### src/rtl/alu_cmd_master.sv
// alu_cmd_master: accepts one ALU command at a time, drives the external
// registered ALU for one enable cycle, waits LAT cycles for its result and
// hands the captured result to a valid/ready response port.
//
// state | meaning
// ------+-----------------------------------------------------------
// IDLE  | cmd_ready high, waiting for a command
// DRIVE | alu_ena high for exactly one cycle
// WAIT  | counting down to the cycle the ALU result is valid
// RESP  | rsp_valid high, response held until rsp_ready
module alu_cmd_master #(
   parameter int LAT = 1
) (
   input  logic       clk_i,
   input  logic       rst_i,
   input  logic       cmd_valid_i,
   output logic       cmd_ready_o,
   input  logic [2:0] cmd_op_i,
   input  logic [7:0] cmd_a_i,
   input  logic [7:0] cmd_b_i,
   output logic [7:0] alu_a_o,
   output logic [7:0] alu_b_o,
   output logic       alu_ena_o,
   input  logic [7:0] alu_y_i,
   input  logic       alu_flag_i,
   output logic       rsp_valid_o,
   input  logic       rsp_ready_i,
   output logic [7:0] rsp_y_o,
   output logic       rsp_flag_o,
   output logic       rsp_err_o,
   output logic [7:0] op_count_o
);

   typedef enum logic [1:0] {
      IDLE  = 2'd0,
      DRIVE = 2'd1,
      WAIT  = 2'd2,
      RESP  = 2'd3
   } state_t;

   localparam logic [2:0] OP_RSVD = 3'b111;
   localparam logic [2:0] CNT_LOAD = 3'(LAT - 1);

   state_t     state_q, state_d;
   logic [2:0] op_q, op_d;
   logic [4:0] a_q, a_d;
   logic [7:0] b_q, b_d;
   logic [2:0] cnt_q, cnt_d;
   logic [7:0] rsp_y_q, rsp_y_d;
   logic       rsp_flag_q, rsp_flag_d;
   logic       rsp_err_q, rsp_err_d;
   logic [7:0] op_count_q, op_count_d;

   // State and datapath registers with synchronous reset.
   always_ff @(posedge clk_i) begin
      if (rst_i) begin
         state_q    <= IDLE;
         op_q       <= 3'd0;
         a_q        <= 5'd0;
         b_q        <= 8'd0;
         cnt_q      <= 3'd0;
         rsp_y_q    <= 8'd0;
         rsp_flag_q <= 1'b0;
         rsp_err_q  <= 1'b0;
         op_count_q <= 8'd0;
      end else begin
         state_q    <= state_d;
         op_q       <= op_d;
         a_q        <= a_d;
         b_q        <= b_d;
         cnt_q      <= cnt_d;
         rsp_y_q    <= rsp_y_d;
         rsp_flag_q <= rsp_flag_d;
         rsp_err_q  <= rsp_err_d;
         op_count_q <= op_count_d;
      end
   end

   // Next-state, datapath updates and per-state outputs.
   always_comb begin
      state_d     = state_q;
      op_d        = op_q;
      a_d         = a_q;
      b_d         = b_q;
      cnt_d       = cnt_q;
      rsp_y_d     = rsp_y_q;
      rsp_flag_d  = rsp_flag_q;
      rsp_err_d   = rsp_err_q;
      op_count_d  = op_count_q;
      cmd_ready_o = 1'b0;
      alu_ena_o   = 1'b0;
      rsp_valid_o = 1'b0;

      unique case (state_q)
         IDLE: begin
            cmd_ready_o = 1'b1;
            if (cmd_valid_i) begin
               if (cmd_op_i == OP_RSVD) begin
                  // Reserved op never touches the ALU, so its pins keep
                  // whatever the previous command left on them.
                  rsp_y_d    = 8'h00;
                  rsp_flag_d = 1'b0;
                  rsp_err_d  = 1'b1;
                  state_d    = RESP;
               end else begin
                  op_d    = cmd_op_i;
                  a_d     = cmd_a_i[7:3];
                  b_d     = cmd_b_i;
                  state_d = DRIVE;
               end
            end
         end
         DRIVE: begin
            alu_ena_o = 1'b1;
            cnt_d     = CNT_LOAD;
            state_d   = WAIT;
         end
         WAIT: begin
            if (cnt_q == 3'd0) begin
               rsp_y_d    = alu_y_i;
               rsp_flag_d = alu_flag_i;
               rsp_err_d  = 1'b0;
               state_d    = RESP;
            end else begin
               cnt_d = cnt_q - 3'd1;
            end
         end
         RESP: begin
            rsp_valid_o = 1'b1;
            if (rsp_ready_i) begin
               op_count_d = op_count_q + 8'd1;
               state_d    = IDLE;
            end
         end
         default: state_d = IDLE;
      endcase
   end

   assign alu_a_o    = {a_q, op_q};
   assign alu_b_o    = b_q;
   assign rsp_y_o    = rsp_y_q;
   assign rsp_flag_o = rsp_flag_q;
   assign rsp_err_o  = rsp_err_q;
   assign op_count_o = op_count_q;

endmodule

### config.mk
export PLATFORM = sky130hd
export DESIGN_NAME = alu_cmd_master
export DESIGN_NICKNAME = d
export VERILOG_FILES = /design/src/rtl/alu_cmd_master.sv
export SDC_FILE = /design/constraint.sdc
export NUM_CORES = 1
export LEC_CHECK = 0
export CAP_MARGIN = 40
export CORE_ASPECT_RATIO = 0.8
export CORE_MARGIN = 4
export CORE_UTILIZATION = 35
export CTS_CLUSTER_DIAMETER = 40
export CTS_CLUSTER_SIZE = 28
export DETAILED_ROUTE_END_ITERATION = 10
export GPL_TIMING_DRIVEN = 0
export PLACE_DENSITY = 0.68
export SLEW_MARGIN = 20
export SYNTH_ARGS = -nofsm -noshare
export SYNTH_HDL_FRONTEND = slang
export SYNTH_SLANG_ARGS = --single-unit
export TNS_END_PERCENT = 50
### constraint.sdc
create_clock -name clk_i -period 2.25 [get_ports clk_i]
set_input_delay 0.45 -clock clk_i [delete_from_list [all_inputs] [get_ports clk_i]]
set_output_delay 0.45 -clock clk_i [all_outputs]
set_load 0.03 [all_outputs]
==> results.sh, run 1 <==
export IMPL_grt_overflow_total=0
export IMPL_rsz0062_at_grt="no"
export IMPL_setup_violations=0
export IMPL_grt_busiest_layer="met2"
export IMPL_area_growth_pct=49.6
export IMPL_hold_violations=0
export IMPL_core_area_mm2=0.00431
export IMPL_diodes=0
export IMPL_slew_headroom_pct=67.2
export IMPL_design_portCount=69
export IMPL_synth_area_mm2=0.00161
export IMPL_path_max_fanout=4
export IMPL_worst_r2r_path_depth=8
export IMPL_multi_input_area_um2=757
export IMPL_use_met2_pct=22.6
export IMPL_cts_inserted_buffers=5
export IMPL_criticalPathCategory="flop to output port"
export IMPL_clk_insertion_delay_late_ns=0.29
export IMPL_async_flop_share_pct=0
export IMPL_min_path_cells=2
export IMPL_post_route_cells_drive_above_1_share_pct=4.92
export IMPL_rows=21
export IMPL_htree_levels=2
export IMPL_max_clock_freq_ghz=0.481
export IMPL_finalSetupTns_ns=0
export IMPL_period_share_pct=92.5
export IMPL_hp_class="flop to flop"
export IMPL_cts_buffer_depth=2
export IMPL_hpwl_mm=2.97
export IMPL_grt_pass1_wl_mm=6.35
export IMPL_fin_cells=321
export IMPL_synth_top_cell_by_area="dfxtp_1"
export IMPL_ant_nets=0
export IMPL_fin_util_pct=55.9
export IMPL_grt_max_degree=13
export IMPL_status="complete, no violations"
export IMPL_dr_pass1_iters=4
export IMPL_num_vias=1523
export IMPL_post_cts_buffers=0
export IMPL_vdd_ir_drop_worst_uv=436
export IMPL_drt_iter0_markers=28
export IMPL_cts_hold_buf=0
export IMPL_antenna_found_initial=0
export IMPL_worstSetupStartpointType="flop"
export IMPL_post_synth_cell_area_avg_um2=8.39
export IMPL_post_route_drc_count=0
export IMPL_synth_fp_nets=232
export IMPL_yosys_cell_types_count=31
export IMPL_drv_slew=0
export IMPL_grtUsageMet1_pct=16.9
export IMPL_fp_dieH_um=68.7
export IMPL_synth_edff_count=0
export IMPL_ys_flop_type="dfxtp_1"
export IMPL_vias_per_cell=4.74
export IMPL_end_kind="output port"
export IMPL_powerDensity_mw_per_mm2=895
export IMPL_path_clk_slew_ns=0.07
export IMPL_die_width_um=83.8
export IMPL_period_needed_ns=2.08
export IMPL_drv_cap=0
export IMPL_synth_seq_area_share_pct=48.5
export IMPL_dieArea_mm2=0.00576
export IMPL_globalplace_congestion=0.793
export IMPL_io_buffers=64
export IMPL_synth_commonest_cells="dfxtp_1 (39), nand2_1 (39), a21oi_1 (21), nor2_1 (21), a22oi_1 (10)"
export IMPL_initial_utilization_pct=37.4
export IMPL_grt_pass1_vias=1444
export IMPL_cts_root_buf="clkbuf_8"
export IMPL_worst_pin_slew_ns=0.492
export IMPL_synth_cells=192
export IMPL_cellLeakagePower_nw=0.884
export IMPL_netlist_top_cells_area="dfxtp_1 (48%), nand2_1 (9.1%), a21oi_1 (6.5%)"
export IMPL_clock_sinks=39
export IMPL_cp_required_ns=1.80
export IMPL_arrival_ns=1.63
export IMPL_yosys_warnings=0
export IMPL_seq_area_um2=781
export IMPL_skew_ns=0.00456
export IMPL_synth_seq_cells=39
export IMPL_fin_hold_ws_ns=0.453
export IMPL_wl_per_cell_um=12.4
export IMPL_grt_total_usage_pct=14.1
export IMPL_fillers=423
export IMPL_grt_met3_usage_pct=5.11
export IMPL_synth_top_area_share_pct=48.5
export IMPL_dp_cells=313
export IMPL_wl_mm=3.97
export IMPL_cts_tree="done"
export IMPL_layout_nets=303
-- registers in the layout, indices dropped and copies added (netlist names) --
| signal | count |
|---|---|
| op_count_o | 8 |
| cnt_q | 3 |
| alu_b_o | 8 |
| rsp_y_o | 8 |
| rsp_err_o | 1 |
| a_q | 5 |
| op_q | 3 |
| rsp_flag_o | 1 |
| state_q | 2 |
-- report_power, final --
part,switching (mW),leakage [nW],internal (mW)
combinational,0.522,0.526,0.348
sequential,0.0504,0.317,0.773
clock,0.247,0.0412,0.217
total,0.819,0.884,1.34
-- critical path: stages (launching register included) --
cell and delay, ns:
dfxtp_1 0.35, inv_1 0.11, ha_1 0.20, clkdlybuf4s50_1 0.68
-- cells in the final DEF, fill, tap and decap left out, types with 5 or more instances in the layout --
master	Yosys	layout
a21oi_1	21	21
a22oi_1	10	10
clkbuf_1	5	6
clkbuf_8	0	5
clkdlybuf4s50_1	0	62
dfxtp_1	39	39
ha_1	8	8
inv_1	8	8
nand2_1	39	39
nand3_1	7	7
nor2_1	21	21
-- timing repair --
action / in CTS / in global routing
gates resized for setup: 1 / 1
hold endpoints to repair: 0 / 0
setup endpoints to repair: 1 / 1
-- cell families after synthesis --
| group | count (synthesis) | share of synthesized area (%) |
|---|---|---|
| AO/OA/AOI/OAI | 41 | 16.0 |
| multiplexers | 1 | 0.622 |
| flip-flops | 39 | 48.5 |
| AND/OR/NAND/NOR | 80 | 21.4 |
| XOR/XNOR | 5 | 2.72 |
| adder cells (fa/ha/maj) | 8 | 6.22 |
| buffers and inverters | 18 | 4.51 |
-- through the flow --
stage	setup WS [ns]	power (mW)	area (µm²)
2_1_floorplan	0.582	1.40	1610
5_1_grt	0.0796	2.30	2410
3_5_place_dp	0.122	1.73	2320
6_report	0.170	2.16	2410
3_3_place_gp	0.148	1.72	2320
4_1_cts	0.0161	2.19	2410
-- cell type report --
| class | instances | area share (%) |
|---|---|---|
| Sequential cell | 39 | 32.4 |
| Multi-Input combinational cell | 135 | 31.4 |
| Timing Repair Buffer | 64 | 26.6 |
| Clock buffer | 6 | 3.01 |
| Tap cell | 57 | 2.96 |
| Buffer | 9 | 1.61 |
| Inverter | 9 | 1.40 |
| Clock inverter | 2 | 0.519 |
-- final timing paths --
check	end	slack, ns	from
min reg2reg	alu_b_o[5]	0.45	alu_b_o[5]
max	alu_ena_o	0.17	state_q[1]
min	alu_b_o[5]	0.45	alu_b_o[5]
max reg2reg	rsp_y_o[7]	0.46	state_q[0]
-- layer usage --
layer / part of all wire (%) / up-vias
met5: 0 / -
met4: 1.5 / 0
met3: 8.0 / 7
met2: 44 / 44
met1: 47 / 680
li1: - / 792
Power figures use the tool's default switching activity.
==> run 2, diff against run 1 <==
--- a/config.mk
+++ b/config.mk
@@ -6,7 +6,7 @@
 export NUM_CORES = 1
 export LEC_CHECK = 0
 export CAP_MARGIN = 40
-export CORE_ASPECT_RATIO = 0.8
+export CORE_ASPECT_RATIO = 1.25
 export CORE_MARGIN = 4
 export CORE_UTILIZATION = 35
 export CTS_CLUSTER_DIAMETER = 40
==> run 2 against run 1 <==
Wire length decreased by 3.8%; critical path depth stayed put; critical endpoint unchanged; critical path type unchanged; non-clock buffer count unchanged; largest cell class unchanged; die area is the same; clock skew increased by 0.00081 ns.
==> results.sh, run 2 (synthesis results as in run 1) <==
export IMPL_die_width_um=68.7
export IMPL_fp_dieH_um=83.8
export IMPL_area_growth_pct=51.7
export IMPL_max_stage_delay_ns=0.68
export IMPL_vdd_ir_drop_worst_uv=456
export IMPL_htree_levels=2
export IMPL_io_buffers=64
export IMPL_vias_per_cell=4.67
export IMPL_fin_cells=322
export IMPL_finalSetupTns_ns=0
export IMPL_grt_total_usage_pct=14.9
export IMPL_placed_cell_area_mm2=0.00232
export IMPL_place_worst_setup_slack_ns=0.145
export IMPL_rsz0062_at_grt="no"
export IMPL_hpwl_mm=2.84
export IMPL_hold_path_end="a_q[2]"
export IMPL_fin_hold_ws_ns=0.455
export IMPL_initial_utilization_pct=36.4
export IMPL_period_share_pct=92.4
export IMPL_num_vias=1503
export IMPL_min_from="a_q[2]"
export IMPL_setup_ws_ns=0.171
export IMPL_layout_cells_most_common="clkdlybuf4s50_1"
export IMPL_cts_root_buf="clkbuf_8"
export IMPL_grt_pass1_wl_mm=6.64
export IMPL_dieArea_mm2=0.00576
export IMPL_r2r_slack_ns=0.48
export IMPL_wl_per_cell_um=11.9
export IMPL_arrival_ns=1.63
export IMPL_globalplace_congestion=0.702
export IMPL_hp_class="flop to flop"
export IMPL_reg2reg_to="op_q[2]"
export IMPL_cts_buffer_depth=2
export IMPL_ant_nets=0
export IMPL_cts_inserted_buffers=5
export IMPL_post_route_drc_count=0
export IMPL_dr_pass1_iters=4
export IMPL_period_needed_ns=2.08
export IMPL_layout_common_cells="clkdlybuf4s50_1 (62), nand2_1 (39), dfxtp_1 (39), nor2_1 (21), a21oi_1 (21)"
export IMPL_cp_required_ns=1.80
export IMPL_max_clock_freq_ghz=0.481
export IMPL_clock_sinks=39
export IMPL_post_route_cells_drive_above_1_share_pct=5.30
export IMPL_fillers=421
export IMPL_diodes=0
export IMPL_wl_mm=3.82
export IMPL_status="complete, no violations"
export IMPL_worstSetupStartpointType="flop"
export IMPL_criticalPathCategory="flop to output port"
export IMPL_cellLeakagePower_nw=0.904
export IMPL_worst_r2r_path_depth=6
export IMPL_multi_input_area_um2=757
export IMPL_post_cts_buffers=0
export IMPL_setup_violations=0
export IMPL_slowest_stage="clkdlybuf4s50_1"
export IMPL_layout_nets=303
export IMPL_path_clk_slew_ns=0.07
export IMPL_grt_pass1_vias=1483
export IMPL_rows=27
export IMPL_worst_pin_slew_ns=0.480
export IMPL_drv_slew=0
export IMPL_design_portCount=69
export IMPL_antenna_found_initial=0
export IMPL_drt_iter0_markers=68
export IMPL_seq_area_um2=781
export IMPL_min_path_cells=2
export IMPL_clk_insertion_delay_late_ns=0.29
export IMPL_hold_violations=0
export IMPL_r2r_start="state_q[0]"
export IMPL_core_area_mm2=0.00443
export IMPL_drv_cap=0
export IMPL_final_area_mm2=0.00244
export IMPL_powerDensity_mw_per_mm2=940
export IMPL_dp_cells=314
export IMPL_crit_chain="inv_1, ha_1, clkdlybuf4s50_1"
export IMPL_grt_overflow_total=0
export IMPL_cts_tree="done"
export IMPL_end_kind="output port"
export IMPL_skew_ns=0.00537
export IMPL_path_max_fanout=4
export IMPL_slew_headroom_pct=68.0
export IMPL_grt_max_degree=13
==> run 2: power by group <==
| group | leakage [nW] | total, mW | switching, mW | internal, mW |
|---|---|---|---|---|
| logic | 0.526 | 0.871 | 0.523 | 0.348 |
| clock network | 0.0612 | 0.601 | 0.243 | 0.359 |
| registers | 0.317 | 0.824 | 0.0506 | 0.773 |
==> run 2: per-layer routing <==
layer / vias up / GRT usage, % / share of wire, %
li1: 796 / - / -
met5: - / 0 / 0
met4: 0 / 5.97 / 1.8
met2: 53 / 23.6 / 45
met1: 649 / 17.1 / 43
met3: 5 / 6.20 / 11
==> run 2: cell type report <==
class / instances / share of cell area (%)
Multi-Input combinational cell: 135 / 31.0
Tap cell: 58 / 2.97
Inverter: 9 / 1.38
Clock buffer: 6 / 3.38
Buffer: 9 / 1.59
Sequential cell: 39 / 32.0
Clock inverter: 2 / 1.43
Timing Repair Buffer: 64 / 26.3
==> run 2: how the worst max path moves through the flow <==
stage | cells past startpoint | start | endpoint | slack, ns
floorplan | 8 | state_q[0] | op_q[0] | 0.58
global placement | 6 | cmd_op_i[1] | a_q[4] | 0.18
detailed placement | 6 | cmd_op_i[1] | op_q[2] | 0.14
CTS | 2 | state_q[1] | rsp_valid_o | 0.04
global route | 3 | state_q[1] | alu_ena_o | 0.07
finish | 3 | state_q[1] | alu_ena_o | 0.17
==> run 2: critical path, delay by kind of cell, from the launching register on <==
| kind | cells | cell delay, ns |
|---|---|---|
| buf+inv | 2 | 0.79 |
| flops | 1 | 0.35 |
| fa+ha+maj | 1 | 0.20 |
==> run 2: timing repair <==
item	4_1_cts	5_1_grt
resized for setup	1	1
hold buffers	0	0
endpoints found under the setup margin	1	1
==> run 2: metrics by stage <==
| stage | power [mW] | util [%] |
|---|---|---|
| floorplan | 1.40 | - |
| global placement | 1.72 | 52.5 |
| detailed placement | 1.73 | 52.5 |
| CTS | 2.33 | 55.1 |
| global route | 2.44 | 55.2 |
| finish | 2.30 | 55.2 |
